**src/rtl/ps2_pkg.sv**
```systemverilog
// Shared types and byte constants for the PS/2 scancode parser.
// Prefix bytes, error bytes, key event bundle and parser states.
package ps2_pkg;

  localparam logic [7:0] PS2_E0   = 8'hE0;
  localparam logic [7:0] PS2_F0   = 8'hF0;
  localparam logic [7:0] PS2_E1   = 8'hE1;
  localparam logic [7:0] PS2_ERR0 = 8'h00;
  localparam logic [7:0] PS2_ERR1 = 8'hFF;

  typedef struct packed {
    logic       ext;
    logic       rel;
    logic [7:0] code;
  } key_event_t;

  typedef enum logic [2:0] {
    IDLE,
    EXT,
    REL,
    EXTREL,
    SKIP
  } parse_state_t;

  function automatic logic is_err_byte(
    input logic [7:0] b
  );
    return (b == PS2_ERR0) || (b == PS2_ERR1);
  endfunction

endpackage

```
**src/rtl/ps2_scancode_parser_if.sv**
```systemverilog
// Key event valid/ready bundle between the parser and host logic.
// master = parser side, slave = consumer side.
interface ps2_scancode_parser_if;

  logic       ev_valid;
  logic       ev_ready;
  logic [7:0] ev_code;
  logic       ev_ext;
  logic       ev_rel;

  modport master (
    output ev_valid,
    output ev_code,
    output ev_ext,
    output ev_rel,
    input  ev_ready
  );

  modport slave (
    input  ev_valid,
    input  ev_code,
    input  ev_ext,
    input  ev_rel,
    output ev_ready
  );

endinterface

```
**src/rtl/ps2_event_fifo.sv**
```systemverilog
// Small circular FIFO of key events; push and pop may share a cycle.
// When empty the output holds the last head value seen.
module ps2_event_fifo
  import ps2_pkg::*;
#(
  parameter int DEPTH = 4
) (
  input  logic       clk,
  input  logic       rst_n,
  input  logic       i_push,
  input  key_event_t i_data,
  output logic       o_full,
  input  logic       i_pop,
  output logic       o_empty,
  output key_event_t o_data
);

  localparam int AW = $clog2(DEPTH);

  key_event_t    r_mem [DEPTH];
  key_event_t    r_last;
  logic [AW-1:0] r_wr;
  logic [AW-1:0] r_rd;
  logic [AW:0]   r_cnt;
  logic          w_do_push;
  logic          w_do_pop;

  assign o_empty = (r_cnt == '0);
  assign o_full  = (r_cnt == (AW+1)'(DEPTH));

  assign w_do_pop  = i_pop & ~o_empty;
  assign w_do_push = i_push & (~o_full | w_do_pop);

  assign o_data = o_empty ? r_last : r_mem[r_rd];

  always_ff @(posedge clk or negedge rst_n) begin
    if (!rst_n) begin
      r_wr   <= '0;
      r_rd   <= '0;
      r_cnt  <= '0;
      r_last <= '0;
      for (int i = 0; i < DEPTH; i++) begin
        r_mem[i] <= '0;
      end
    end else begin
      if (w_do_push) begin
        r_mem[r_wr] <= i_data;
        r_wr        <= r_wr + AW'(1);
      end
      if (w_do_pop) begin
        r_rd <= r_rd + AW'(1);
      end
      if (w_do_push && !w_do_pop) begin
        r_cnt <= r_cnt + (AW+1)'(1);
      end else if (w_do_pop && !w_do_push) begin
        r_cnt <= r_cnt - (AW+1)'(1);
      end
      if (!o_empty) begin
        r_last <= r_mem[r_rd];
      end
    end
  end

endmodule

```
**src/rtl/ps2_scancode_parser.sv**
```systemverilog
// Folds PS/2 prefix bytes into key events and queues them for the host.
// Optional PS2_TYPEMATIC_FILTER_EN drops repeated makes of the held key.
module ps2_scancode_parser
  import ps2_pkg::*;
#(
  parameter int DEPTH = 4
) (
  input  logic                  clk,
  input  logic                  rst_n,
  input  logic [7:0]            code,
  input  logic                  done,
  ps2_scancode_parser_if.master ev,
  output logic                  overflow,
  output logic                  kbd_err
);

  parse_state_t r_state;
  parse_state_t w_nstate;
  logic [2:0]   r_skip;
  logic [2:0]   w_nskip;
  logic         r_d1;
  logic         r_d2;
  logic         r_d3;
  logic         r_ovf;
  logic         r_err;
  logic         w_stb;
  logic         w_emit;
  logic         w_err;
  logic         w_drop;
  logic         w_push;
  logic         w_pop;
  logic         w_full;
  logic         w_empty;
  key_event_t   w_ev;
  key_event_t   w_head;
  logic         w_is_e0;
  logic         w_is_f0;
  logic         w_is_e1;
  logic         w_is_err;

  // code is stable while done is high, so it is used directly on the strobe
  assign w_stb    = r_d2 & ~r_d3;
  assign w_is_e0  = (code == PS2_E0);
  assign w_is_f0  = (code == PS2_F0);
  assign w_is_e1  = (code == PS2_E1);
  assign w_is_err = is_err_byte(code);

  always_ff @(posedge clk or negedge rst_n) begin
    if (!rst_n) begin
      r_d1 <= 1'b0;
      r_d2 <= 1'b0;
      r_d3 <= 1'b0;
    end else begin
      r_d1 <= done;
      r_d2 <= r_d1;
      r_d3 <= r_d2;
    end
  end

  always_ff @(posedge clk or negedge rst_n) begin
    if (!rst_n) begin
      r_state <= IDLE;
      r_skip  <= '0;
    end else begin
      r_state <= w_nstate;
      r_skip  <= w_nskip;
    end
  end

  always_comb begin
    w_nstate = r_state;
    w_nskip  = r_skip;
    w_emit   = 1'b0;
    w_err    = 1'b0;
    w_ev     = '0;
    if (w_stb) begin
      unique case (r_state)
        IDLE: begin
          unique case (1'b1)
            w_is_e0: w_nstate = EXT;
            w_is_f0: w_nstate = REL;
            w_is_e1: begin
              w_nstate = SKIP;
              w_nskip  = 3'd7;
            end
            w_is_err: w_err = 1'b1;
            default: begin
              w_emit = 1'b1;
              w_ev   = '{ext: 1'b0, rel: 1'b0, code: code};
            end
          endcase
        end
        EXT: begin
          unique case (1'b1)
            w_is_f0: w_nstate = EXTREL;
            w_is_err: begin
              w_err    = 1'b1;
              w_nstate = IDLE;
            end
            default: begin
              w_emit   = 1'b1;
              w_ev     = '{ext: 1'b1, rel: 1'b0, code: code};
              w_nstate = IDLE;
            end
          endcase
        end
        REL: begin
          w_nstate = IDLE;
          if (w_is_err) begin
            w_err = 1'b1;
          end else begin
            w_emit = 1'b1;
            w_ev   = '{ext: 1'b0, rel: 1'b1, code: code};
          end
        end
        EXTREL: begin
          w_nstate = IDLE;
          if (w_is_err) begin
            w_err = 1'b1;
          end else begin
            w_emit = 1'b1;
            w_ev   = '{ext: 1'b1, rel: 1'b1, code: code};
          end
        end
        SKIP: begin
          // Pause: E1 plus seven bytes collapse into one extended E1 make
          w_nskip = r_skip - 3'd1;
          if (r_skip == 3'd1) begin
            w_emit   = 1'b1;
            w_ev     = '{ext: 1'b1, rel: 1'b0, code: PS2_E1};
            w_nstate = IDLE;
          end
        end
        default: w_nstate = IDLE;
      endcase
    end
  end

`ifdef PS2_TYPEMATIC_FILTER_EN
  logic       r_lm_vld;
  logic       r_lm_ext;
  logic [7:0] r_lm_code;
  logic       w_lm_hit;

  assign w_lm_hit = r_lm_vld &&
                    (r_lm_ext == w_ev.ext) &&
                    (r_lm_code == w_ev.code);
  assign w_drop   = w_emit & ~w_ev.rel & w_lm_hit;

  always_ff @(posedge clk or negedge rst_n) begin
    if (!rst_n) begin
      r_lm_vld  <= 1'b0;
      r_lm_ext  <= 1'b0;
      r_lm_code <= '0;
    end else if (w_emit) begin
      if (!w_ev.rel) begin
        if (!w_lm_hit) begin
          r_lm_vld  <= 1'b1;
          r_lm_ext  <= w_ev.ext;
          r_lm_code <= w_ev.code;
        end
      end else if (w_lm_hit) begin
        r_lm_vld <= 1'b0;
      end
    end
  end
`else
  assign w_drop = 1'b0;
`endif

  assign w_push = w_emit & ~w_drop;
  assign w_pop  = ev.ev_ready & ~w_empty;

  ps2_event_fifo #(
    .DEPTH (DEPTH)
  ) u_fifo (
    .clk     (clk),
    .rst_n   (rst_n),
    .i_push  (w_push),
    .i_data  (w_ev),
    .o_full  (w_full),
    .i_pop   (w_pop),
    .o_empty (w_empty),
    .o_data  (w_head)
  );

  always_ff @(posedge clk or negedge rst_n) begin
    if (!rst_n) begin
      r_ovf <= 1'b0;
      r_err <= 1'b0;
    end else begin
      r_ovf <= w_push & w_full & ~w_pop;
      r_err <= w_err;
    end
  end

  assign ev.ev_valid = ~w_empty;
  assign ev.ev_code  = w_head.code;
  assign ev.ev_ext   = w_head.ext;
  assign ev.ev_rel   = w_head.rel;
  assign overflow    = r_ovf;
  assign kbd_err     = r_err;

endmodule

```
**src/flat_wrapper.sv**
```systemverilog
// flat-port wrapper written by rule: the top's interface ports become plain ports
module ps2_scancode_parser_flat import ps2_pkg::*;
#(
  parameter int DEPTH = 4
)
  (clk, rst_n, code, done, overflow, kbd_err, ev_ev_valid, ev_ev_code, ev_ev_ext, ev_ev_rel, ev_ev_ready);
  ps2_scancode_parser_if ev_i ();
  input  logic clk;
  input  logic rst_n;
  input  logic [7:0] code;
  input  logic done;
  output logic overflow;
  output logic kbd_err;
  output wire logic [$bits(ev_i.ev_valid)-1:0] ev_ev_valid;
  output wire logic [$bits(ev_i.ev_code)-1:0] ev_ev_code;
  output wire logic [$bits(ev_i.ev_ext)-1:0] ev_ev_ext;
  output wire logic [$bits(ev_i.ev_rel)-1:0] ev_ev_rel;
  input wire logic [$bits(ev_i.ev_ready)-1:0] ev_ev_ready;
  assign ev_ev_valid = ev_i.ev_valid;
  assign ev_ev_code = ev_i.ev_code;
  assign ev_ev_ext = ev_i.ev_ext;
  assign ev_ev_rel = ev_i.ev_rel;
  assign ev_i.ev_ready = ev_ev_ready;
  ps2_scancode_parser #(.DEPTH(DEPTH)) u_core (.clk(clk), .rst_n(rst_n), .code(code), .done(done), .ev(ev_i), .overflow(overflow), .kbd_err(kbd_err));
endmodule
```
**config.mk**
```make
export PLATFORM = sky130hd
export DESIGN_NAME = ps2_scancode_parser_flat
export DESIGN_NICKNAME = d
export VERILOG_FILES = /design/src/rtl/ps2_pkg.sv /design/src/rtl/ps2_scancode_parser_if.sv /design/src/rtl/ps2_event_fifo.sv /design/src/rtl/ps2_scancode_parser.sv /design/src/flat_wrapper.sv
export SDC_FILE = /design/constraint.sdc
export NUM_CORES = 1
export LEC_CHECK = 0
export BUFFER_PORTS_ARGS = -buffer_cell sky130_fd_sc_hd__buf_4
export CAP_MARGIN = 20
export CORE_ASPECT_RATIO = 0.8
export CORE_MARGIN = 5
export CORE_UTILIZATION = 25
export DETAILED_ROUTE_END_ITERATION = 12
export PLACE_DENSITY = 0.46
export SLEW_MARGIN = 20
export SYNTH_ARGS = -nofsm -noshare
export SYNTH_HDL_FRONTEND = slang
export SYNTH_SLANG_ARGS = --single-unit
```
**constraint.sdc**
```tcl
create_clock -name clk -period 3.8 [get_ports clk]
set_input_delay 0.38 -clock clk [delete_from_list [all_inputs] [get_ports clk]]
set_output_delay 0.38 -clock clk [all_outputs]
set_load 0.01 [all_outputs]
```
; After elaboration in Yosys (flattened, before gate mapping)
; Index checks and enable logic that the tools add are counted.
[word_totals]
register_bits = 68
inputBits = 12
elab_cells = 107
[classes]
addsub = 5
magnitude_cmp = 3
eq_ne = 13
n_mux = 31
bitwise = 13
reduce_logical = 17
[op_table]
columns = cell, count
row1 = $mux W10, 8
row2 = $pmux W10 S5, 1
row3 = $bwmux W40, 1
row4 = $eq A8 B8 Y1 const B, 4
row5 = $bmux W10 S2, 1
row6 = $demux W10 S2, 1
row7 = $pmux W3 S3, 2
row8 = $mux W3, 4
row9 = $mux W9, 1
row10 = $logic_not A8 Y1, 1
row11 = $mux W1, 8
row12 = $mux W8, 1
row13 = $reduce_or A4 Y1, 2
row14 = $and A1 B1 Y1, 6
row15 = $eq A3 B1 Y1 const B, 2
row16 = $eq A3 B2 Y1 const B, 2
row17 = $eq A3 B3 Y1 const B, 2
row18 = $ge A3 B3 Y1 const B, 2
row19 = $logic_not A3 Y1, 2
row20 = $not A2 Y3, 2
row21 = $pmux W3 S2, 1
row22 = $reduce_and A3 Y1, 2
row23 = $sub A3 B1 Y3 const B, 2
row24 = $add A2 B1 Y2 const B, 2
row25 = 13 further kinds, 22

; Logic depth before layout (Yosys ltp)
[logic_depth]
ltp_word = 11
depth_mapped = 12
ltp_nobuf = 12

; Cells and area by module
; A second synthesis with hierarchy kept.
[hier_totals]
hier_cells = 241
area_unflattened_um2 = 3338.2
[by_module_without_submodules]
columns = module, n_inst, cells_each, area_per_inst_um2, seq_area_each_um2
row1 = ps2_event_fifo, 1, 152, 2497.4, 1426.4
row2 = ps2_scancode_parser, 1, 89, 840.8, 275.3

; Worst setup path after synthesis
; OpenSTA, ideal clock, no wires.
[synth_path]
path_type = register to register
startpoint = reg u_core.r_state[2]
endpoint = reg u_core.u_fifo.r_cnt[2]
setup_time_ns = 0.079
arrival_ns = 2.535
required_ns = 3.721
path_slack_ns = 1.186
stages_incl_launch_ff = 11
synth_period_minus_slack_ns = 2.614
cell_sequence = dfrtp_1 -> or3b_1 -> nor3_1 -> nor3_4 -> a21oi_2 -> ha_1 -> inv_1 -> fa_1 -> xor2_1 -> nor2_1 -> xor2_1
[synth_between]
elab_chain_cells = 8
[synth_rtl]
columns = element, line_no
row1 = from (decl), ps2_scancode_parser.sv:17  ; parse_state_t r_state;
row2 = from (signal assigned), ps2_scancode_parser.sv:65  ; r_state <= w_nstate;
row3 = $eq A3 B2 Y1, ps2_scancode_parser.sv:77  ; unique case (r_state)
row4 = $reduce_or A2 Y1 (no line), n/a
row5 = $pmux W1 S4 (*), ps2_scancode_parser.sv:77
row6 = $mux W1 (*), ps2_scancode_parser.sv:76  ; if (w_stb) begin
row7 = $and A1 B1 Y1 (*), ps2_event_fifo.sv:32  ; assign w_do_push = i_push & (~o_full | w_do_pop);
row8 = named net u_core.u_fifo.w_do_push, ps2_event_fifo.sv:25  ; logic w_do_push;
row9 = $logic_not A1 Y1, ps2_event_fifo.sv:55  ; end else if (w_do_pop && !w_do_push) begin
row10 = $logic_and A1 B1 Y1, ps2_event_fifo.sv:55
row11 = $reduce_bool A2 Y1 (no line), n/a
row12 = to (signal assigned), ps2_event_fifo.sv:54  ; r_cnt <= r_cnt + (AW+1)'(1);
row13 = to (signal assigned), ps2_event_fifo.sv:56  ; r_cnt <= r_cnt - (AW+1)'(1);
row14 = to (decl), ps2_event_fifo.sv:24  ; logic [AW:0] r_cnt;
; Mark *: on every way through the listed nets, which the timed path passes. The rest lies on a longest branch.
; A chain may end at the register's enable or synchronous reset.

; Worst setup path after layout
; Same ends and word-level chain as after synthesis.

==> flow_summary.yaml <==
drt:
  via_per_inst: 4.563
  first_pass_iters: 4
  wl_per_cell_um: 15.80
  postRouteAntennaNets: 0
  routed_wl_um: 7096
  drt_iter0_drc: 77
  via_count: 2049
  drc: 0
power:
  p_sw_uw: 896.2
  ir_drop_v: 0.0002515
  pwr-share-clk_pct: 28.3
  intPower_uw: 1993
  cellLeakagePower_uw: 0.001764
  p_comb_share_pct: 31.4
  seqPwrFrac_pct: 40.4
  power_density_nw_per_um2: 730.3
  swShare_pct: 31.02
worst_setup_path:
  path_cells: "or3b_1, nor3_1, nor3_4, a21oi_2, ha_1, inv_1, fa_1, xor2_1, nor2_1, xor2_1"
  crit_required_ps: 4050
  cpMostUsedCell: "xor2_1"
  crit_type: "flop to flop"
  slowest_delay_ps: 540
  path_buf_inv: 1
  cp_max_fo: 15
  arrival_ps: 3220
  startpoint_type: "flop"
  startpoint: "u_core.r_state[2]$_DFFE_PN0P_"
  r2r_start: "u_core.r_state[2]$_DFFE_PN0P_"
  cp_slowest_cell: "dfrtp_1"
  crit_family: "simple AND/OR/NAND/NOR gates"
  cp-end-kind: "flop"
sta:
  setup_viol: 0
  hold_violations: 0
  tightest_slew_ps: 885.8
  rsz0062_at_grt: "false"
  tns_ps: 0
  fmax_mhz: 336.8
  period_needed_ps: 2969
  skew_ps: 7.070
  slew_headroom_pct: 40.95
  maxSlewViolCount: 0
  finalCritPeriodShare_pct: 78.13
placement:
  place_area_um2: 3664
  port_buffers: 24
  place.gp.congestion: 0.7429
  dp_hpwl_um: 4802
grt:
  antenna_found_initial: 0
  track_usage_pct: 9.761
  grt_max_degree: 69
  grt_pass1_vias: 2144
  grt_pass1_wl_um: 11700
  overflow: 0
synthesis:
  synth.area.top_cells: "dfrtp_1, mux2_2, mux4_2"
  synthDistinctLibCells: 42
  synth-edff-count: 0
  synth_seq_cells: 68
  avgSynthCellArea_um2: 13.64
  async_flop_share_pct: 100.0
  ys_warn_count: 0
  syn_nets: 261
  synthFlopType: "dfrtp_1"
  synth_top_area_share_pct: 51.77
  synth_largest_area_cell: "dfrtp_1"
  synth_seq_area_share_pct: 51.77
  netlist_area_um2: 3287
  syn_inst: 241
clocking:
  ctsResizeCount: 0
  cts_root_buf: "clkbuf_16"
  clock_latency_ps: 330
  ctsHoldBuffers: 0
  ctsHtreeMaxLevel: 3
  post-cts-setup-buffers: 0
  cts_buffer_depth: 2
  clk_pin_slew_ps: 60
  cts_buffers: 9
  cts_tree: "done"
  clkSinkCount: 68
floorplan:
  core_um2: 12870
  fp.dieH_um: 112.6
  die_w_um: 138.2
  num_rows: 37
  start_util_pct: 25.54
  die_area_um2: 15560
  io_pins: 25
run:
  maxCapViolCount: 0
status:
  outcome: "completed"
finish:
  multi_input_area_um2: 1525
  area.growth.synth_to_final_pct: 20.37
  seqCellArea_um2: 1702
  layout_common_cells: "dfrtp_1, mux2_2, buf_4"
  antenna_cells: 0
  final_common_cell: "dfrtp_1"
  nets: 289
  drive_above_1_share_pct: 39.78
  design_area_um2: 3956
  nFillCells: 1334
hold_path:
  holdCritStartpoint: "done"
  worst_hold_path_type: "input pin to flop"
==> synth_stat cells, types with 4 or more instances <==
cell / number
nor2_1: 10
nand2_1: 9
o21ai_0: 7
a21oi_1: 10
nor3_1: 4
inv_1: 6
mux2_2: 43
nand3_1: 9
ha_1: 7
mux2_1: 11
mux4_2: 10
xnor2_1: 4
a21oi_4: 4
dfrtp_1: 68
==> metrics by stage <==
| stage | instances | worst slack [ps] | utilization (%) | hold slack [ps] | power [uW] |
|---|---|---|---|---|---|
| after global placement | 433 | 873.2 | 28.47 | 335.0 | 2088 |
| final | 449 | 831.1 | 30.74 | 151.2 | 2889 |
| after detailed placement | 433 | 814.2 | 28.47 | 344.1 | 2113 |
| after global routing | 449 | 651.0 | 30.74 | 139.6 | 3079 |
| after floorplan | 241 | 1186 | - | 84.41 | 1790 |
| after CTS | 449 | 800.9 | 30.74 | 134.0 | 2950 |
==> path summary, 6_finish.rpt <==
check | depth (start not counted) | endpoint | slack (ps)
min in group asynchronous | 1 | u_core.kbd_err$_DFF_PN0_ | 160
max in group asynchronous | 1 | u_core.u_fifo.r_cnt[0]$_DFFE_PN0P_ | 3050
worst min-delay path | 1 | u_core.r_d1$_DFF_PN0_ | 150
worst min register to register | 0 | u_core.r_d2$_DFF_PN0_ | 360
worst max-delay path | 10 | u_core.u_fifo.r_cnt[2]$_DFFE_PN0P_ | 830
worst max register to register | 10 | u_core.u_fifo.r_cnt[2]$_DFFE_PN0P_ | 830
==> worst reg2reg max path: cells and delay by family (launching register included) <==
kind	cells	cell delay (ps)
xor gates and xnor gates	2	320
and+or+nand+nor	4	1100
DFF	1	540
AOI/OAI and AO/OA	1	270
adders and majority gates	2	590
buffers and inverters	1	60
==> state kept, by name (all words and copies together), names as in the netlist <==
name	flops
u_core.u_fifo.r_cnt	3
u_core.u_fifo.r_rd	2
u_core.r_d3	1
u_core.overflow	1
u_core.r_d2	1
u_core.kbd_err	1
u_core.r_d1	1
u_core.u_fifo.r_wr	2
u_core.u_fifo.r_last	10
u_core.r_state	3
u_core.u_fifo.r_mem	40
u_core.r_skip	3
==> power groups by stage <==
stage               logic [uW]  clock network, uW  registers, uW
global route              1000                871           1210
CTS                        931                847           1170
detailed placement         928                  0           1190
finish                     906                816           1170
global placement           910                  0           1180
floorplan                  710                  0           1080
==> layout make-up <==
class,count,share of cell area (%)
sequential,68,43.01
clock inverter,7,1.708
inverter,6,0.5693
tap,175,5.534
clock buffer,9,5.693
multi-input combinational,158,38.55
timing repair buffer,26,4.934
==> routing by layer <==
| layer | vias up | wire, um | track usage [%] |
|---|---|---|---|
| li1 | 943 | - | - |
| met1 | 1062 | 3520 | 12.90 |
| met2 | 35 | 3182 | 14.69 |
| met3 | 9 | 318 | 4.131 |
| met4 | 0 | 75 | 2.765 |
| met5 | - | 0 | 0 |
==> logic make-up (layout without fill, tap and decap cells) <==
family | count (synthesis) | in the layout | synth area share, %
flip-flops | 68 | 68 | 51.77
multiplexers | 64 | 64 | 25.35
AND/OR/NAND/NOR | 47 | 47 | 8.527
XOR/XNOR | 6 | 6 | 1.599
AO/OA/AOI/OAI | 33 | 33 | 7.652
buffers and inverters | 15 | 48 | 1.827
adder cells (fa/ha/maj) | 8 | 8 | 3.274
No activity file was read; power rests on OpenSTA's default activity.
